[src/rtl/calc_sequencer.sv]
// -----------------------------------------------------------------------------
// calc_sequencer
//
// Key-driven integer calculator. A stream of 4-bit tokens (digits, the four
// operators, enter and clear) builds two signed operands of up to three
// decimal digits each. Enter starts one operation. Add and subtract finish
// in one EXEC cycle. Multiply uses a shift-add loop and divide uses a
// restoring shift-subtract loop; each takes 11 EXEC cycles.
//
// Ports
//   clk           in   1   system clock, all state changes on the rising edge
//   rst           in   1   synchronous active-high reset
//   key_valid     in   1   token present on key_code
//   key_code      in   4   0-9 digit, 10 '+', 11 '-', 12 '*', 13 '/',
//                          14 enter, 15 clear
//   key_ready     out  1   high in every state except EXEC
//   busy          out  1   high while in EXEC
//   result        out  11  two's-complement result of the last computation
//   result_valid  out  1   result holds a completed computation
//   err           out  1   last computation overflowed or divided by zero
//   dbg_state_o   out  3   current FSM state (state_e encoding)
//
// Handshake: a token is consumed on a rising edge where key_valid and
// key_ready are both high. While key_ready is low the source must keep
// key_valid and key_code steady; nothing is consumed in EXEC.
// -----------------------------------------------------------------------------
module calc_sequencer (
    input  logic        clk,
    input  logic        rst,
    input  logic        key_valid,
    input  logic [3:0]  key_code,
    output logic        key_ready,
    output logic        busy,
    output logic [10:0] result,
    output logic        result_valid,
    output logic        err,
    output logic [2:0]  dbg_state_o
);

    typedef enum logic [2:0] {
        SIGN1 = 3'd0,
        OPND1 = 3'd1,
        SIGN2 = 3'd2,
        OPND2 = 3'd3,
        EXEC  = 3'd4
    } state_e;

    typedef enum logic [1:0] {
        OP_ADD = 2'd0,
        OP_SUB = 2'd1,
        OP_MUL = 2'd2,
        OP_DIV = 2'd3
    } op_e;

    localparam logic [3:0] KEY_PLUS  = 4'd10;
    localparam logic [3:0] KEY_MINUS = 4'd11;
    localparam logic [3:0] KEY_MUL   = 4'd12;
    localparam logic [3:0] KEY_DIV   = 4'd13;
    localparam logic [3:0] KEY_ENTER = 4'd14;
    localparam logic [3:0] KEY_CLEAR = 4'd15;

    // Multiply/divide: steps 0..9 iterate, step 10 finalizes.
    localparam logic [3:0] LAST_STEP = 4'd10;

    // ------------------------------------------------------------------
    // State registers
    // ------------------------------------------------------------------
    state_e      state_q,  state_d;
    logic [9:0]  opnd1_q,  opnd1_d;
    logic [9:0]  opnd2_q,  opnd2_d;
    logic [1:0]  cnt1_q,   cnt1_d;
    logic [1:0]  cnt2_q,   cnt2_d;
    logic        sign1_q,  sign1_d;
    logic        sign2_q,  sign2_d;
    op_e         op_q,     op_d;
    logic [10:0] result_q, result_d;
    logic        rvalid_q, rvalid_d;
    logic        err_q,    err_d;
    logic [3:0]  step_q,   step_d;
    logic [19:0] acc_q,    acc_d;     // multiply: running product
    logic [19:0] mcand_q,  mcand_d;   // multiply: shifted multiplicand
    logic [9:0]  shift_q,  shift_d;   // multiplier (mul) or quotient (div)
    logic [9:0]  rem_q,    rem_d;     // divide: partial remainder

    // ------------------------------------------------------------------
    // Token decode
    // ------------------------------------------------------------------
    logic key_fire;
    logic is_digit;
    logic is_oper;

    assign key_ready = (state_q != EXEC);
    assign busy      = (state_q == EXEC);
    assign key_fire  = key_valid && key_ready;
    assign is_digit  = (key_code <= 4'd9);
    assign is_oper   = (key_code >= KEY_PLUS) && (key_code <= KEY_DIV);

    // Appends one decimal digit. The caller only does this while fewer
    // than three digits are held (value <= 99), so the result stays <= 999.
    function automatic logic [9:0] push_digit(input logic [9:0] v,
                                              input logic [3:0] d);
        return (v << 3) + (v << 1) + {6'd0, d};
    endfunction

    function automatic op_e decode_op(input logic [3:0] code);
        case (code)
            KEY_MINUS: return OP_SUB;
            KEY_MUL:   return OP_MUL;
            KEY_DIV:   return OP_DIV;
            default:   return OP_ADD;
        endcase
    endfunction

    // ------------------------------------------------------------------
    // Add/subtract datapath (combinational, used in the single EXEC cycle)
    // ------------------------------------------------------------------
    logic [11:0] a_s, b_s, sum_s;
    logic        addsub_err;

    assign a_s   = sign1_q ? (12'd0 - {2'b00, opnd1_q}) : {2'b00, opnd1_q};
    assign b_s   = sign2_q ? (12'd0 - {2'b00, opnd2_q}) : {2'b00, opnd2_q};
    assign sum_s = (op_q == OP_SUB) ? (a_s - b_s) : (a_s + b_s);
    // The 12-bit sum fits -1024..1023 only when bits 11 and 10 agree.
    assign addsub_err = sum_s[11] ^ sum_s[10];

    // ------------------------------------------------------------------
    // Divide iteration: shift the next dividend bit into the remainder
    // and subtract the divisor when it fits.
    // ------------------------------------------------------------------
    logic [10:0] div_trial;
    logic [10:0] div_diff;
    logic        div_ge;

    assign div_trial = {rem_q, shift_q[9]};
    assign div_ge    = (div_trial >= {1'b0, opnd2_q});
    assign div_diff  = div_trial - {1'b0, opnd2_q};

    // ------------------------------------------------------------------
    // Multiply/divide finalize: apply the sign and check the range.
    // ------------------------------------------------------------------
    logic [19:0] md_mag;
    logic        md_neg;
    logic        md_err;
    logic [10:0] md_res;

    assign md_mag = (op_q == OP_MUL) ? acc_q : {10'd0, shift_q};
    assign md_neg = sign1_q ^ sign2_q;
    // A negative result may reach magnitude 1024; a positive one only 1023.
    assign md_err = md_neg ? (md_mag > 20'd1024) : (md_mag > 20'd1023);
    // The low 11 bits of -mag equal the negation of the low 11 bits of mag.
    assign md_res = md_neg ? (11'd0 - md_mag[10:0]) : md_mag[10:0];

    logic exec_last;
    assign exec_last = (op_q == OP_ADD) || (op_q == OP_SUB) || (step_q == LAST_STEP);

    // ------------------------------------------------------------------
    // Next-state and datapath control
    // ------------------------------------------------------------------
    always_comb begin
        state_d  = state_q;
        opnd1_d  = opnd1_q;
        opnd2_d  = opnd2_q;
        cnt1_d   = cnt1_q;
        cnt2_d   = cnt2_q;
        sign1_d  = sign1_q;
        sign2_d  = sign2_q;
        op_d     = op_q;
        result_d = result_q;
        rvalid_d = rvalid_q;
        err_d    = err_q;
        step_d   = step_q;
        acc_d    = acc_q;
        mcand_d  = mcand_q;
        shift_d  = shift_q;
        rem_d    = rem_q;

        if (key_fire && (key_code == KEY_CLEAR)) begin
            // Clear is handled identically in every input state; the
            // last result stays visible but is no longer flagged valid.
            state_d  = SIGN1;
            opnd1_d  = '0;
            opnd2_d  = '0;
            cnt1_d   = '0;
            cnt2_d   = '0;
            sign1_d  = 1'b0;
            sign2_d  = 1'b0;
            op_d     = OP_ADD;
            rvalid_d = 1'b0;
            err_d    = 1'b0;
        end else begin
            case (state_q)
                SIGN1: begin
                    if (key_fire) begin
                        // Starting a new expression retires the old result.
                        rvalid_d = 1'b0;
                        err_d    = 1'b0;
                        if (is_digit) begin
                            opnd1_d = {6'd0, key_code};
                            cnt1_d  = 2'd1;
                            sign1_d = 1'b0;
                            state_d = OPND1;
                        end else if ((key_code == KEY_PLUS) || (key_code == KEY_MINUS)) begin
                            opnd1_d = '0;
                            cnt1_d  = '0;
                            sign1_d = (key_code == KEY_MINUS);
                            state_d = OPND1;
                        end
                    end
                end

                OPND1: begin
                    if (key_fire) begin
                        if (is_digit) begin
                            if (cnt1_q != 2'd3) begin
                                opnd1_d = push_digit(opnd1_q, key_code);
                                cnt1_d  = cnt1_q + 2'd1;
                            end
                        end else if (is_oper) begin
                            if (cnt1_q != 2'd0) begin
                                op_d    = decode_op(key_code);
                                opnd2_d = '0;
                                cnt2_d  = '0;
                                sign2_d = 1'b0;
                                state_d = SIGN2;
                            end else if (key_code == KEY_PLUS) begin
                                sign1_d = 1'b0;
                            end else if (key_code == KEY_MINUS) begin
                                sign1_d = 1'b1;
                            end
                        end
                    end
                end

                SIGN2: begin
                    if (key_fire) begin
                        if (is_digit) begin
                            opnd2_d = {6'd0, key_code};
                            cnt2_d  = 2'd1;
                            sign2_d = 1'b0;
                            state_d = OPND2;
                        end else if ((key_code == KEY_PLUS) || (key_code == KEY_MINUS)) begin
                            opnd2_d = '0;
                            cnt2_d  = '0;
                            sign2_d = (key_code == KEY_MINUS);
                            state_d = OPND2;
                        end
                    end
                end

                OPND2: begin
                    if (key_fire) begin
                        if (is_digit) begin
                            if (cnt2_q != 2'd3) begin
                                opnd2_d = push_digit(opnd2_q, key_code);
                                cnt2_d  = cnt2_q + 2'd1;
                            end
                        end else if ((key_code == KEY_ENTER) && (cnt2_q != 2'd0)) begin
                            // Preload both iterative engines; only the one
                            // matching op_q is used.
                            step_d  = '0;
                            acc_d   = '0;
                            mcand_d = {10'd0, opnd1_q};
                            shift_d = (op_q == OP_DIV) ? opnd1_q : opnd2_q;
                            rem_d   = '0;
                            state_d = EXEC;
                        end
                    end
                end

                EXEC: begin
                    step_d = step_q + 4'd1;
                    if (exec_last) begin
                        if ((op_q == OP_ADD) || (op_q == OP_SUB)) begin
                            result_d = sum_s[10:0];
                            err_d    = addsub_err;
                        end else if ((op_q == OP_DIV) && (opnd2_q == 10'd0)) begin
                            result_d = '0;
                            err_d    = 1'b1;
                        end else begin
                            result_d = md_res;
                            err_d    = md_err;
                        end
                        rvalid_d = 1'b1;
                        opnd1_d  = '0;
                        opnd2_d  = '0;
                        cnt1_d   = '0;
                        cnt2_d   = '0;
                        sign1_d  = 1'b0;
                        sign2_d  = 1'b0;
                        state_d  = SIGN1;
                    end else if (op_q == OP_MUL) begin
                        acc_d   = acc_q + (shift_q[0] ? mcand_q : 20'd0);
                        mcand_d = mcand_q << 1;
                        shift_d = shift_q >> 1;
                    end else begin
                        rem_d   = div_ge ? div_diff[9:0] : div_trial[9:0];
                        shift_d = {shift_q[8:0], div_ge};
                    end
                end

                default: begin
                    state_d = SIGN1;
                end
            endcase
        end
    end

    // ------------------------------------------------------------------
    // Registers
    // ------------------------------------------------------------------
    always_ff @(posedge clk) begin
        if (rst) begin
            state_q  <= SIGN1;
            opnd1_q  <= '0;
            opnd2_q  <= '0;
            cnt1_q   <= '0;
            cnt2_q   <= '0;
            sign1_q  <= 1'b0;
            sign2_q  <= 1'b0;
            op_q     <= OP_ADD;
            result_q <= '0;
            rvalid_q <= 1'b0;
            err_q    <= 1'b0;
            step_q   <= '0;
            acc_q    <= '0;
            mcand_q  <= '0;
            shift_q  <= '0;
            rem_q    <= '0;
        end else begin
            state_q  <= state_d;
            opnd1_q  <= opnd1_d;
            opnd2_q  <= opnd2_d;
            cnt1_q   <= cnt1_d;
            cnt2_q   <= cnt2_d;
            sign1_q  <= sign1_d;
            sign2_q  <= sign2_d;
            op_q     <= op_d;
            result_q <= result_d;
            rvalid_q <= rvalid_d;
            err_q    <= err_d;
            step_q   <= step_d;
            acc_q    <= acc_d;
            mcand_q  <= mcand_d;
            shift_q  <= shift_d;
            rem_q    <= rem_d;
        end
    end

    assign result       = result_q;
    assign result_valid = rvalid_q;
    assign err          = err_q;
    assign dbg_state_o  = state_q;

endmodule

[config.mk]
export PLATFORM = sky130hd
export DESIGN_NAME = calc_sequencer
export DESIGN_NICKNAME = d
export VERILOG_FILES = /design/src/rtl/calc_sequencer.sv
export SDC_FILE = /design/constraint.sdc
export NUM_CORES = 1
export LEC_CHECK = 0
export BUFFER_PORTS_ARGS = -buffer_cell sky130_fd_sc_hd__buf_2
export CAP_MARGIN = 20
export CORE_ASPECT_RATIO = 1.1
export CORE_MARGIN = 3
export CORE_UTILIZATION = 40
export DETAILED_ROUTE_END_ITERATION = 10
export PLACE_DENSITY_LB_ADDON = 0.15
export SLEW_MARGIN = 0
export SYNTH_ARGS = -nofsm -noshare
export SYNTH_HDL_FRONTEND = slang
export SYNTH_SLANG_ARGS = --single-unit
[constraint.sdc]
create_clock -name clk -period 5.5 [get_ports clk]
set_input_delay 0.275 -clock clk [delete_from_list [all_inputs] [get_ports clk]]
set_output_delay 0.275 -clock clk [all_outputs]
set_load 0.01 [all_outputs]
* After elaboration in Yosys (flattened, before gate mapping)
Cells that the tools add are included.
** Cells by class
- Add/subtract/negate cells :: 14
- Magnitude comparators :: 6
- Reduce and logical (&&, ||, !) cells :: 31
- Equal/unequal tests :: 38
- Bitwise operators :: 4
- Muxes and demuxes :: 110
** Operator list (number)
- 10-bit 2-to-1 mux :: 26
- 20-bit 2-to-1 mux :: 12
- 20-bit one-hot mux with 2 select lines :: 2
- 3-bit 2-to-1 mux :: 14
- 10-bit one-hot mux with 2 select lines :: 2
- 10-bit one-hot mux with 4 select lines :: 1
- 12-bit 2-to-1 mux :: 3
- 2-bit != test, second input constant :: 18
- 11-bit 2-to-1 mux :: 3
- 10-bit one-hot mux with 3 select lines :: 1
- 4-bit == test, second input constant :: 7
- 2-bit 2-to-1 mux :: 14
- 1-bit by 10-bit subtractor with 11-bit output, first input constant :: 2
- 7-bit AND reduction :: 3
- 10-bit adder :: 2
- 10-bit by 4-bit adder with 10-bit output :: 2
- 20-bit adder :: 1
- 20-bit by 10-bit > comparator with 1-bit output, second input constant :: 1
- 20-bit by 11-bit > comparator with 1-bit output, second input constant :: 1
- 1-bit 2-to-1 mux :: 20
- 3-bit one-hot mux with 5 select lines :: 1
- 12-bit adder :: 1
- 4-bit 2-to-1 mux :: 3
- 3-bit != test, second input constant :: 4
- 37 further kinds :: 59
** Storage, ports and cells
- Bits of input ports :: 7
- Register bits after elaboration :: 108

* Longest topological paths before layout
Gate-level depths: netlist of run 1.
- Depth after elaboration :: 8
- Depth in mapped cells :: 17
- Mapped depth without buffers :: 16

* Least setup slack after synthesis of run 1
No wires, ideal clock.
- Path kind :: register -> register
- Start point :: register opnd2_q[0]
- End point :: register err_q (netlist: err)
- Library setup time :: 0.059 ns
- Cell stages (with the launch flop) :: 18
- Arrival time :: 3.583 ns
- Path slack :: 1.858 ns
- Buffers on the path :: 1
- Cell sequence :: dfxtp_1 -> clkbuf_1 -> inv_1 -> ha_1 -> nor2b_1 -> a31o_2 -> a2111oi_0 -> and2_1 -> nor2_1 -> xor2_1 -> ha_1 -> nand3_1 -> nand2_1 -> a41o_1 -> o41a_1 -> nand3b_1 -> o221a_2 -> nand2_1
** On the way
- Cells in the longest elaborated chain, start to end :: 8
- Elaborated cells on any way between the ends :: 12
- Those cells by class :: add/sub (3); mux (6); bitwise (1); reduce/logical (2)
** RTL lines
- start: declaration :: RTL line 70 : logic [9:0] opnd2_q, opnd2_d;
- start signal: assignment :: RTL line 332 : opnd2_q <= opnd2_d;
- 1-bit by 10-bit subtractor with 11-bit output :: RTL line 121 : assign b_s = sign2_q ? (12'd0 - {2'b00, opnd2_q}) : {2'b00, opnd2_q};
- 12-bit 2-to-1 mux :: RTL line 121
- 12-bit adder / 12-bit subtractor (equally long branches) :: RTL line 122 : assign sum_s = (op_q == OP_SUB) ? (a_s - b_s) : (a_s + b_s);
- 12-bit 2-to-1 mux :: RTL line 122
- 1-bit XOR :: RTL line 124 : assign addsub_err = sum_s[11] ^ sum_s[10];
- 1-bit 2-to-1 mux (*) :: RTL line 273 : if ((op_q == OP_ADD) || (op_q == OP_SUB)) begin
- 1-bit 2-to-1 mux (*) :: RTL line 272 : if (exec_last) begin
- 1-bit one-hot mux with 2 select lines (*) :: RTL line 191 : case (state_q)
- end signal: assignment :: RTL line 340 : err_q <= err_d;
- end: declaration :: RTL line 78 : logic err_q, err_d;
Every way passes the cells marked *; elsewhere a longest branch is shown, timed or not. The select of a mux whose other input is x is not followed.
A chain may end at the register's enable or synchronous reset.

* Worst setup path after layout of run 1
- Start point :: register opnd2_q[1]
- End point :: register result_q[10] (netlist: result[10])
** On the way
- Cells in the longest elaborated chain, start to end :: 5
- Elaborated cells on any way between the ends :: 9
- Those cells by class :: add/sub (3); mux (4); reduce/logical (2)
** RTL lines
- 1-bit by 10-bit subtractor with 11-bit output :: RTL line 121
- 12-bit 2-to-1 mux :: RTL line 121
- 12-bit adder / 12-bit subtractor (equally long branches) :: RTL line 122
- 12-bit 2-to-1 mux :: RTL line 122
- 11-bit 2-to-1 mux (*) :: RTL line 273
- end signal: assignment :: RTL line 338 : result_q <= result_d;
- end: declaration :: RTL line 76 : logic [10:0] result_q, result_d;
Every way passes the cells marked *; elsewhere a longest branch is shown, timed or not.

==> results of run 1 <==
## layer usage
metal	GRT usage	vias up	wire, um
li1	-	4133	-
met1	0.302	3854	12200
met2	0.355	134	11600
met3	0.0171	18	819
met4	0.0462	0	263
met5	0	-	0
## per-stage QoR
stage / power [uW] / hold WS [ns] / setup slack [ns]
global placement: 1410 / 0.443 / 1.60
floorplan: 1280 / 0.447 / 1.86
global route: 2230 / 0.351 / 0.964
detailed placement: 1410 / 0.453 / 1.53
finish: 2110 / 0.347 / 1.43
CTS: 2130 / 0.320 / 1.50
## kinds of logic (layout without fill, tap and decap cells)
kind of cell             count (synthesis)  after routing  synth area share
AND/OR/NAND/NOR                        445            445             0.238
AO/OA/AOI/OAI                          320            320             0.244
buffers and inverters                  112             99            0.0509
flip-flops                             108            108             0.248
adder cells (fa/ha/maj)                 84             84             0.126
XOR/XNOR                                74             74            0.0742
multiplexers                            16             16            0.0188
## state kept, by name, summed over array words and instances, names as in the netlist, 2 cells and up
register	flops
op_q	2
result	11
opnd1_q	10
cnt1_q	2
cnt2_q	2
step_q	4
acc_q	20
dbg_state_o	3
opnd2_q	10
shift_q	10
mcand_q	20
rem_q	10
## placed cells by master, fill, tap and decap left out, drive strengths merged, types with 25 or more instances in the layout
master,synthesis,layout
buf,15,37
nand2,108,108
xor2,25,25
ha,77,77
nor3,45,45
xnor2,49,49
inv,45,50
o21ai,58,58
nor2,156,156
a21oi,93,93
dfxtp,108,108
a22oi,28,28
and2,29,29
## Yosys cell counts, drive strengths merged (4+ instances only)
library cell and n:
a2111oi 4, or2 6, and3 7, nor3 45, o21ai 58, mux2i 13
o31ai 15, o21bai 4, a21o 17, xor2 25, nor4 8, a311oi 22
a22oi 28, nand2b 11, buf 15, ha 77, a211oi 20, xnor2 49
a31oi 11, nand3b 4, fa 7, inv 45, clkbuf 50, o21a 5
o22ai 6, or3 9, nor3b 6, dfxtp 108, nand3 19, nor2 156
nand4 11, nor2b 17, o2111ai 4, and2 29, a21oi 93, o221ai 10
nand2 108
## power by group
| part | switching [uW] | internal [uW] | total, uW | leakage, uW |
|---|---|---|---|---|
| Clock | 372 | 334 | 706 | 0.000155 |
| Combinational | 345 | 225 | 570 | 0.00264 |
| Sequential | 37.7 | 792 | 830 | 0.000871 |
## worst max-delay path: cells and delay by family, from the launching register on
kind	cells	cell delay, ns
buf+inv	2	0.21
xor+xnor	1	0.17
compound gates	6	1.55
flops	1	0.57
simple gates	4	0.81
fa+ha+maj	2	0.62
## final timing paths
| kind | from | to | slack, ns | depth (start not counted) |
|---|---|---|---|---|
| setup reg to reg | opnd2_q[1] | result[10] | 1.43 | 15 |
| hold / removal | key_code[0] | sign1_q | 0.35 | 3 |
| hold reg to reg | result_valid | result_valid | 0.46 | 2 |
| setup / recovery | opnd2_q[1] | result[10] | 1.43 | 15 |
## final cells by class
type                            instances  area, um^2  share of cell area
Clock inverter                          7        91.3             0.00974
Multi-Input combinational cell        939        6150               0.656
Tap cell                              290         363              0.0387
Inverter                               46         173              0.0184
Timing Repair Buffer                   37         215              0.0229
Sequential cell                       108        2160               0.231
Clock buffer                            9         225              0.0240
==> out/summary.txt, run 1 <==
FINISH
--------------------------------------------------------------------------------
Diodes inserted ...................................................            0
Fraction of final layout cells sized beyond drive strength 1 ......       0.0681
Final Non-Filler Cells ............................................         1436
P&R area growth vs syn ............................................        7.39%
Filler Cells Inserted .............................................         2220
Post-Layout Inst Area .............................................    9380 um^2
Post-layout util ..................................................        0.439
Number of nets at the end of the flow .............................         1232

CRITICAL PATH
--------------------------------------------------------------------------------
Highest cell delay on the worst timing path .......................      0.57 ns
Crit path required time ...........................................      5.73 ns
Crit path capture type ............................................    flip-flop
Worst EP arrival ..................................................      4.30 ns
Crit path max fanout ..............................................           11
Slowest stage cell on the critical path ........................... sky130_fd_sc_hd__dfxtp_1
Cell Chain, Critical Path ......................................... inv_1 -> ha_1 -> nor2b_1 -> a31o_2 -> a2111oi_0 -> and2_1 -> a21oi_1 -> xor2_1 -> ha_1 -> inv_1 -> a311o_1 -> nor3_1 -> o221ai_1 -> o21ai_0 -> nor2_1
Crit Path Category ................................................ flip-flop to flip-flop
Nature of the critical path startpoint ............................    flip-flop

CLOCKING
--------------------------------------------------------------------------------
CTS sink cnt ......................................................          108
Post_cts resized ..................................................            0
Maximum buffer depth of the clock tree ............................            2
Number of CTS-inserted buffers ....................................            9
Number of hold buffers added after CTS ............................            0
CTS root buf ...................................................... sky130_fd_sc_hd__clkbuf_16
Clock tree from TritonCTS .........................................        built
H-tree depth ......................................................            3
Buffers inserted during post-CTS setup optimization ...............            0
Worst skew pair latency ...........................................      0.37 ns
Reg clk slew, reported paths ......................................      0.09 ns

OUTCOME
--------------------------------------------------------------------------------
Result of the run ................................................. finished, final reports clean

GRT
--------------------------------------------------------------------------------
Pin count of the biggest net entering global routing ..............           67
Global routing usage summed across all routing layers .............        0.213
Total congestion overflow .........................................            0
First-pass GRT wire length ........................................      41.4 mm
Via count of the first global-routing pass ........................         7783
Antenna violations before repair ..................................            0

DIE
--------------------------------------------------------------------------------
Placeable core region .............................................   21400 um^2
Starting density of the core ......................................        0.409
Horizontal extent of the die ......................................       147 um
Total Die Area ....................................................   23600 um^2
Die height ........................................................       161 um
Placement Rows ....................................................           56
Io pins ...........................................................           25

FLOW RUN
--------------------------------------------------------------------------------
Total of max-cap violations .......................................            0

TIMING
--------------------------------------------------------------------------------
Unrepaired setup endpoints after global routing ...................           no
Number of pins exceeding their max-slew limit in the final report .            0
Pin slew with the least headroom to its limit .....................     0.840 ns
Number of failing hold endpoints at the final stage ...............            0
Highest Clock Rate ................................................      246 MHz
Slew headroom .....................................................        0.438
Minimum clock period after layout .................................      4.07 ns
Clock skew ........................................................    0.0158 ns
Post-route setup TNS ..............................................         0 ns
Period Utilization, post-route ....................................        0.740
Final setup violating endpoints ...................................            0

LOGIC SYNTHESIS
--------------------------------------------------------------------------------
Sequential fraction of the synthesis area .........................        0.248
Syn nets ..........................................................         1250
Number of enable-type register cells in the synthesized netlist ...            0
Count of different cell masters after synthesis ...................           68
Warnings, synthesis ...............................................            0
Post-synthesis instance area ......................................    8730 um^2
Synthesized instance count ........................................         1159
Avg Synthesized Cell Area .........................................    7.54 um^2
FF+latch count, synth .............................................          108
Most used flip-flop cell after synthesis .......................... sky130_fd_sc_hd__dfxtp_1
Cell type with the largest total area after synthesis ............. sky130_fd_sc_hd__dfxtp_1
Share of synthesized flip-flops with an asynchronous set or reset .            0
Area share of the largest cell type after synthesis ...............        0.248
Synth area leaders ................................................ sky130_fd_sc_hd__dfxtp_1, sky130_fd_sc_hd__ha_1, sky130_fd_sc_hd__nor2_1, sky130_fd_sc_hd__a21oi_1, sky130_fd_sc_hd__xnor2_1

PLACEMENT
--------------------------------------------------------------------------------
Quantity of I/O buffers inserted on ports .........................           24
Dpl hpwl ..........................................................      18.2 mm
Cell area after placement .........................................    9050 um^2
Routability congestion estimate from global placement .............        0.872
Dpl cells .........................................................         1419

ROUTE
--------------------------------------------------------------------------------
Wirelength, routed ................................................      24.9 mm
Number of detailed-routing iterations run before antenna repair ...            5
Count of unresolved DRC violations after routing ..................            0
Total number of vias ..............................................         8139
Via-per-instance ratio ............................................         5.67
Detail-routed net length per standard cell ........................      17.3 um
Initial DRC count .................................................          540
ANT nets after route ..............................................            0

POWER AND IR DROP
--------------------------------------------------------------------------------
Static Leak .......................................................   0.00367 uW
Power Dens Cells ..................................................  225 nW/um^2
Peak ir drop on the vdd network ...................................     0.148 mV

HOLD PATH
--------------------------------------------------------------------------------
Worst hold path type .............................................. input port to flip-flop

Note: power is estimated with default switching activity, not from simulation.
==> run 2, diff against run 1 <==
==> constraint.sdc (replaced) <==
create_clock -name clk -period 4.1 [get_ports clk]
set_input_delay 0.205 -clock clk [delete_from_list [all_inputs] [get_ports clk]]
set_output_delay 0.205 -clock clk [all_outputs]
set_load 0.01 [all_outputs]
==> out/summary.txt, run 2 (synthesis gave the netlist of run 1 again) <==
POWER AND IR DROP
-------------------------------------------------------------------------------------
Part of the total power dissipated in combinational logic ..............        0.280   was 0.271
Power Dens Cells .......................................................  297 nW/um^2   was 225 nW/um^2
Power after layout .....................................................      2820 uW   was 2110 uW
Internal portion of total power ........................................      1810 uW   was 1350 uW
Fraction of power spent switching nets .................................        0.359   was 0.358
Peak ir drop on the vdd network ........................................     0.231 mV   was 0.148 mV
Net load switching power ...............................................      1010 uW   was 755 uW
Proportion of power drawn by the clock network .........................        0.329   was 0.335
Power share of the sequential group ....................................        0.391   was 0.394
Static Leak ............................................................   0.00375 uW   was 0.00367 uW

CRITICAL PATH
-------------------------------------------------------------------------------------
Nature of the critical path startpoint .................................    flip-flop   unchanged
Worst EP arrival .......................................................      3.99 ns   was 4.30 ns
Highest cell delay on the worst timing path ............................      0.49 ns   was 0.57 ns
Crit path capture type .................................................    flip-flop   unchanged
Family with the most delay on the worst path ........................... simple AND/OR/NAND/NOR gates   was compound AO/OA/AOI/OAI gates
Slowest stage cell on the critical path ................................ sky130_fd_sc_hd__a311oi_1   was sky130_fd_sc_hd__dfxtp_1
Cell Chain, Critical Path .............................................. buf_4 -> nor3_1 -> nand4_1 -> a311oi_1 -> and2_1 -> a21oi_1 -> xor2_1 -> ha_1 -> nand3b_1 -> o21ai_0 -> a311o_1 -> nor3_1 -> nand3b_1 -> o221a_2 -> nand2_1   was inv_1 -> ha_1 -> nor2b_1 -> a31o_2 -> a2111oi_0 -> and2_1 -> a21oi_1 -> xor2_1 -> ha_1 -> inv_1 -> a311o_1 -> nor3_1 -> o221ai_1 -> o21ai_0 -> nor2_1
Crit Path Category ..................................................... flip-flop to flip-flop   unchanged
Buf+Inv Stages, Crit Path ..............................................            1   was 2
Crit path max fanout ...................................................            9   was 11
Crit path required time ................................................      4.42 ns   was 5.73 ns

PLACEMENT
-------------------------------------------------------------------------------------
Dpl cells ..............................................................         1437   was 1419
Routability congestion estimate from global placement ..................        0.844   was 0.872
Cell area after placement ..............................................    9190 um^2   was 9050 um^2
Quantity of I/O buffers inserted on ports ..............................           24   unchanged
Dpl hpwl ...............................................................      18.6 mm   was 18.2 mm

TIMING
-------------------------------------------------------------------------------------
Period Utilization, post-route .........................................        0.894   was 0.740
Highest Clock Rate .....................................................      273 MHz   was 246 MHz
Post-route setup TNS ...................................................         0 ns   unchanged
Unrepaired setup endpoints after global routing ........................           no   unchanged
Number of pins exceeding their max-slew limit in the final report ......            0   unchanged
Final setup violating endpoints ........................................            0   unchanged
Number of failing hold endpoints at the final stage ....................            0   unchanged
Pin slew with the least headroom to its limit ..........................     0.769 ns   was 0.840 ns
Clock skew .............................................................    0.0110 ns   was 0.0158 ns
Slew headroom ..........................................................        0.487   was 0.438
Minimum clock period after layout ......................................      3.66 ns   was 4.07 ns

GRT
-------------------------------------------------------------------------------------
Total congestion overflow ..............................................            0   unchanged
Pin count of the biggest net entering global routing ...................           66   was 67
Via count of the first global-routing pass .............................         7955   was 7783
Antenna violations before repair .......................................            0   unchanged
Global routing usage summed across all routing layers ..................        0.217   was 0.213
First-pass GRT wire length .............................................      42.1 mm   was 41.4 mm

CLOCKING
-------------------------------------------------------------------------------------
Clock tree from TritonCTS ..............................................        built   unchanged
CTS root buf ........................................................... sky130_fd_sc_hd__clkbuf_16   unchanged
Worst skew pair latency ................................................      0.38 ns   was 0.37 ns
H-tree depth ...........................................................            3   unchanged
Maximum buffer depth of the clock tree .................................            2   unchanged
Buffers inserted during post-CTS setup optimization ....................            0   unchanged
CTS sink cnt ...........................................................          108   unchanged
Number of hold buffers added after CTS .................................            0   unchanged
Reg clk slew, reported paths ...........................................      0.08 ns   was 0.09 ns
Number of CTS-inserted buffers .........................................            9   unchanged

ROUTE
-------------------------------------------------------------------------------------
Initial DRC count ......................................................          639   was 540
Detail-routed net length per standard cell .............................      17.6 um   was 17.3 um
Number of detailed-routing iterations run before antenna repair ........            6   was 5
Count of unresolved DRC violations after routing .......................            0   unchanged
ANT nets after route ...................................................            0   unchanged
Via-per-instance ratio .................................................         5.70   was 5.67
Wirelength, routed .....................................................      25.5 mm   was 24.9 mm
Total number of vias ...................................................         8283   was 8139

FINISH
-------------------------------------------------------------------------------------
Post-Layout Inst Area ..................................................    9500 um^2   was 9380 um^2
Most frequent standard cell in the layout excluding fill and tap cells . sky130_fd_sc_hd__nor2_1   unchanged
Number of nets at the end of the flow ..................................         1249   was 1232
Commonest cells after routing, fill and taps aside ..................... sky130_fd_sc_hd__nor2_1, sky130_fd_sc_hd__nand2_1, sky130_fd_sc_hd__dfxtp_1   unchanged
Fraction of final layout cells sized beyond drive strength 1 ...........       0.0817   was 0.0681
Diodes inserted ........................................................            0   unchanged
Sequential cell area in the final layout ...............................    2160 um^2   unchanged
Filler Cells Inserted ..................................................         2261   was 2220
Area used by multi-input combinational logic ...........................    6150 um^2   about the same
Final Non-Filler Cells .................................................         1453   was 1436
P&R area growth vs syn .................................................        8.74%   was 7.39%

DIE
-------------------------------------------------------------------------------------
Horizontal extent of the die ...........................................       147 um   unchanged
Total Die Area .........................................................   23600 um^2   unchanged
Starting density of the core ...........................................        0.409   unchanged
Placement Rows .........................................................           56   unchanged
Placeable core region ..................................................   21400 um^2   unchanged
Die height .............................................................       161 um   unchanged
Io pins ................................................................           25   unchanged

HOLD PATH
-------------------------------------------------------------------------------------
Worst hold path type ................................................... input port to flip-flop   unchanged

OUTCOME
-------------------------------------------------------------------------------------
Result of the run ...................................................... finished, final reports clean   unchanged

FLOW RUN
-------------------------------------------------------------------------------------
Total of max-cap violations ............................................            0   unchanged

## run 2: cell count changes in the layout (fill, tap and decap cells not counted)
cell and change:
sky130_fd_sc_hd__inv_12 -1, sky130_fd_sc_hd__a2111oi_1 +2, sky130_fd_sc_hd__a2111oi_0 -2, sky130_fd_sc_hd__buf_4 +18, sky130_fd_sc_hd__clkinv_8 -1, sky130_fd_sc_hd__buf_2 -1
sky130_fd_sc_hd__clkinv_4 +2
## run 2: area by class of cell
type,count,area share
sequential,108,0.228
inverter,46,0.0182
timing repair buffer,54,0.0364
clock buffer,9,0.0237
tap,290,0.0382
multi-input combinational,939,0.648
clock inverter,7,0.00804
## run 2: tightest hold or removal path: cells and delay by family
kind                   cells  cell delay (ns)
and+or+nand+nor            3             0.17
buffers and inverters      1             0.13
AOI/OAI and AO/OA          1             0.11
## run 2: path summary, 6_finish.rpt
path                      from      endpoint  slack (ns)  cells after the start
setup / recovery    opnd2_q[0]           err        0.44                     15
hold / removal     key_code[0]       sign2_q        0.27                      5
setup reg to reg    opnd2_q[0]           err        0.44                     15
hold reg to reg   result_valid  result_valid        0.46                      2
## run 2: power by group through the flow
stage	registers, uW	clock network, uW	logic (uW)
floorplan	1100	0	616
global placement	1130	0	782
detailed placement	1130	0	783
CTS	1100	953	785
global route	1110	994	892
finish	1100	928	792
## run 2: routing by layer
| metal | vias up | track usage | wire (um) |
|---|---|---|---|
| met1 | 3937 | 0.311 | 12300 |
| met3 | 21 | 0.0247 | 1130 |
| met2 | 161 | 0.354 | 11800 |
| met5 | - | 0 | 0 |
| met4 | 0 | 0.0479 | 301 |
| li1 | 4164 | - | - |
## run 2: repair_timing
| action | CTS | global route |
|---|---|---|
| gates resized for setup | 0 | 2 |
| hold endpoints to repair | 0 | 0 |
| endpoints found under the setup margin | 0 | 2 |
## run 2: metrics by stage
| stage | hold slack [ns] | setup slack (ns) | util |
|---|---|---|---|
| after floorplan | 0.386 | 0.458 | - |
| after global placement | 0.456 | 0.454 | 0.430 |
| after detailed placement | 0.449 | 0.374 | 0.430 |
| after CTS | 0.254 | 0.368 | 0.444 |
| after global routing | 0.299 | 0.0580 | 0.444 |
| final | 0.273 | 0.435 | 0.444 |
==> run 3, diff against run 2 <==
--- a/config.mk
+++ b/config.mk
@@ -9,9 +9,8 @@
 export CAP_MARGIN = 20
 export CORE_ASPECT_RATIO = 1.1
 export CORE_MARGIN = 3
-export CORE_UTILIZATION = 40
+export CORE_UTILIZATION = 41
 export DETAILED_ROUTE_END_ITERATION = 10
-export PLACE_DENSITY_LB_ADDON = 0.15
 export SLEW_MARGIN = 0
 export SYNTH_ARGS = -nofsm -noshare
 export SYNTH_HDL_FRONTEND = slang
==> out/summary.txt, run 3 (synthesis gave the netlist of run 1 again) <==
POWER AND IR DROP
-------------------------------------------------------------------------------------
Proportion of power drawn by the clock network .........................        0.312   was 0.329
Part of the total power dissipated in combinational logic ..............        0.285   was 0.280
Net load switching power ...............................................       951 uW   was 1010 uW
Static Leak ............................................................   0.00372 uW   was 0.00375 uW
Peak ir drop on the vdd network ........................................     0.193 mV   was 0.231 mV
Power Dens Cells .......................................................  290 nW/um^2   was 297 nW/um^2
Fraction of power spent switching nets .................................        0.347   was 0.359
Power share of the sequential group ....................................        0.403   was 0.391
Internal portion of total power ........................................      1790 uW   was 1810 uW

CLOCKING
-------------------------------------------------------------------------------------
Clock tree from TritonCTS ..............................................        built   unchanged
Maximum buffer depth of the clock tree .................................            2   unchanged
CTS sink cnt ...........................................................          108   unchanged
Post_cts resized .......................................................            0   unchanged
Reg clk slew, reported paths ...........................................      0.07 ns   was 0.08 ns
CTS root buf ........................................................... sky130_fd_sc_hd__clkbuf_16   unchanged
Number of CTS-inserted buffers .........................................            9   unchanged
Worst skew pair latency ................................................      0.36 ns   was 0.38 ns
Buffers inserted during post-CTS setup optimization ....................            0   unchanged
H-tree depth ...........................................................            3   unchanged
Number of hold buffers added after CTS .................................            0   unchanged

ROUTE
-------------------------------------------------------------------------------------
Count of unresolved DRC violations after routing .......................            0   unchanged
ANT nets after route ...................................................            0   unchanged
Wirelength, routed .....................................................      24.5 mm   was 25.5 mm
Number of detailed-routing iterations run before antenna repair ........            7   was 6
Total number of vias ...................................................         8250   was 8283
Initial DRC count ......................................................          534   was 639
Via-per-instance ratio .................................................         5.71   was 5.70
Detail-routed net length per standard cell .............................      16.9 um   was 17.6 um

TIMING
-------------------------------------------------------------------------------------
Number of pins exceeding their max-slew limit in the final report ......            0   unchanged
Period Utilization, post-route .........................................        0.903   was 0.894
Final setup violating endpoints ........................................            0   unchanged
Unrepaired setup endpoints after global routing ........................           no   unchanged
Clock skew .............................................................   0.00839 ns   was 0.0110 ns
Post-route setup TNS ...................................................         0 ns   unchanged
Slew headroom ..........................................................        0.441   was 0.487
Highest Clock Rate .....................................................      270 MHz   was 273 MHz
Number of failing hold endpoints at the final stage ....................            0   unchanged
Minimum clock period after layout ......................................      3.70 ns   was 3.66 ns
Pin slew with the least headroom to its limit ..........................     0.835 ns   was 0.769 ns

FINISH
-------------------------------------------------------------------------------------
Most frequent standard cell in the layout excluding fill and tap cells . sky130_fd_sc_hd__nor2_1   unchanged
P&R area growth vs syn .................................................        8.21%   was 8.74%
Commonest cells after routing, fill and taps aside ..................... sky130_fd_sc_hd__nor2_1, sky130_fd_sc_hd__nand2_1, sky130_fd_sc_hd__dfxtp_1   unchanged
Fraction of final layout cells sized beyond drive strength 1 ...........       0.0792   was 0.0817
Diodes inserted ........................................................            0   unchanged
Area used by multi-input combinational logic ...........................    6150 um^2   unchanged
Filler Cells Inserted ..................................................         2180   was 2261
Sequential cell area in the final layout ...............................    2160 um^2   unchanged
Post-layout util .......................................................        0.455   was 0.444
Number of nets at the end of the flow ..................................         1247   was 1249

DIE
-------------------------------------------------------------------------------------
Starting density of the core ...........................................        0.420   was 0.409
Die height .............................................................       159 um   was 161 um
Placeable core region ..................................................   20800 um^2   was 21400 um^2
Placement Rows .........................................................           55   was 56
Io pins ................................................................           25   unchanged
Horizontal extent of the die ...........................................       145 um   was 147 um
Total Die Area .........................................................   23100 um^2   was 23600 um^2

CRITICAL PATH
-------------------------------------------------------------------------------------
Nature of the critical path startpoint .................................    flip-flop   unchanged
Worst EP arrival .......................................................      4.01 ns   was 3.99 ns
Crit Path Category ..................................................... flip-flop to flip-flop   unchanged
Highest cell delay on the worst timing path ............................      0.46 ns   was 0.49 ns
Crit path capture type .................................................    flip-flop   unchanged
Cell Chain, Critical Path .............................................. inv_1 -> ha_1 -> nor2b_1 -> a31o_2 -> a2111oi_1 -> and2_1 -> a21oi_1 -> xor2_1 -> ha_1 -> inv_1 -> a311o_1 -> nor3_1 -> nand3b_1 -> o221a_2 -> nand2_1   was buf_4 -> nor3_1 -> nand4_1 -> a311oi_1 -> and2_1 -> a21oi_1 -> xor2_1 -> ha_1 -> nand3b_1 -> o21ai_0 -> a311o_1 -> nor3_1 -> nand3b_1 -> o221a_2 -> nand2_1
Slowest stage cell on the critical path ................................ sky130_fd_sc_hd__dfxtp_1   was sky130_fd_sc_hd__a311oi_1
Crit path required time ................................................      4.41 ns   was 4.42 ns
Crit path max fanout ...................................................            6   was 9

GRT
-------------------------------------------------------------------------------------
Via count of the first global-routing pass .............................         7799   was 7955
Pin count of the biggest net entering global routing ...................           43   was 66
First-pass GRT wire length .............................................      40.5 mm   was 42.1 mm
Global routing usage summed across all routing layers ..................        0.210   was 0.217
Total congestion overflow ..............................................            0   unchanged
Antenna violations before repair .......................................            0   unchanged

FLOW RUN
-------------------------------------------------------------------------------------
Total of max-cap violations ............................................            0   unchanged

PLACEMENT
-------------------------------------------------------------------------------------
Quantity of I/O buffers inserted on ports ..............................           24   unchanged
Routability congestion estimate from global placement ..................        0.875   was 0.844
Dpl hpwl ...............................................................      18.2 mm   was 18.6 mm

OUTCOME
-------------------------------------------------------------------------------------
Result of the run ...................................................... finished, final reports clean   unchanged

HOLD PATH
-------------------------------------------------------------------------------------
Worst hold path type ................................................... input port to flip-flop   unchanged

run 3: power by group through the flow:
| stage | logic (uW) | registers (uW) | clock network, uW |
|---|---|---|---|
| 3_5_place_dp | 772 | 1130 | 0 |
| 6_report | 782 | 1100 | 856 |
| 3_3_place_gp | 765 | 1130 | 0 |
| 5_1_grt | 878 | 1110 | 911 |
| 2_1_floorplan | 616 | 1100 | 0 |
| 4_1_cts | 778 | 1100 | 883 |
run 3: routing by layer:
layer  GRT usage  wire (um)  vias to the layer above
met5           0          0                        -
met4      0.0635        503                        0
met3      0.0236       1070                       32
met2       0.351      11400                      194
met1       0.286      11500                     3878
li1            -          -                     4146
run 3: cell type report:
type / count / share of cell area
clock buffer: 10 / 0.0242
clock inverter: 6 / 0.00503
inverter: 46 / 0.0183
multi-input combinational: 939 / 0.651
sequential: 108 / 0.229
tap: 285 / 0.0377
timing repair buffer: 52 / 0.0350
run 3: per-stage QoR:
| step | hold WS [ns] | worst slack, ns | instance area (um^2) | power [uW] | cells |
|---|---|---|---|---|---|
| 4_1_cts | 0.272 | 0.334 | 9450 | 2760 | 1446 |
| 2_1_floorplan | 0.386 | 0.458 | 8730 | 1720 | 1159 |
| 3_5_place_dp | 0.448 | 0.340 | 9170 | 1900 | 1430 |
| 5_1_grt | 0.307 | 0.00543 | 9450 | 2900 | 1446 |
| 3_3_place_gp | 0.448 | 0.442 | 9170 | 1890 | 1430 |
| 6_report | 0.285 | 0.399 | 9450 | 2740 | 1446 |
run 3: critical path, delay by kind of cell (launching register included):
kind	cells	cell delay (ns)
buf+inv	2	0.16
fa+ha+maj	2	0.58
flops	1	0.46
compound gates	5	1.37
simple gates	5	0.92
xor+xnor	1	0.16
run 3: final timing paths:
check / startpoint / to / slack (ns) / cells after the start
min reg2reg: result_valid / result_valid / 0.46 / 2
max: opnd2_q[0] / err / 0.40 / 15
max reg2reg: opnd2_q[0] / err / 0.40 / 15
min: key_code[0] / sign1_q / 0.29 / 3
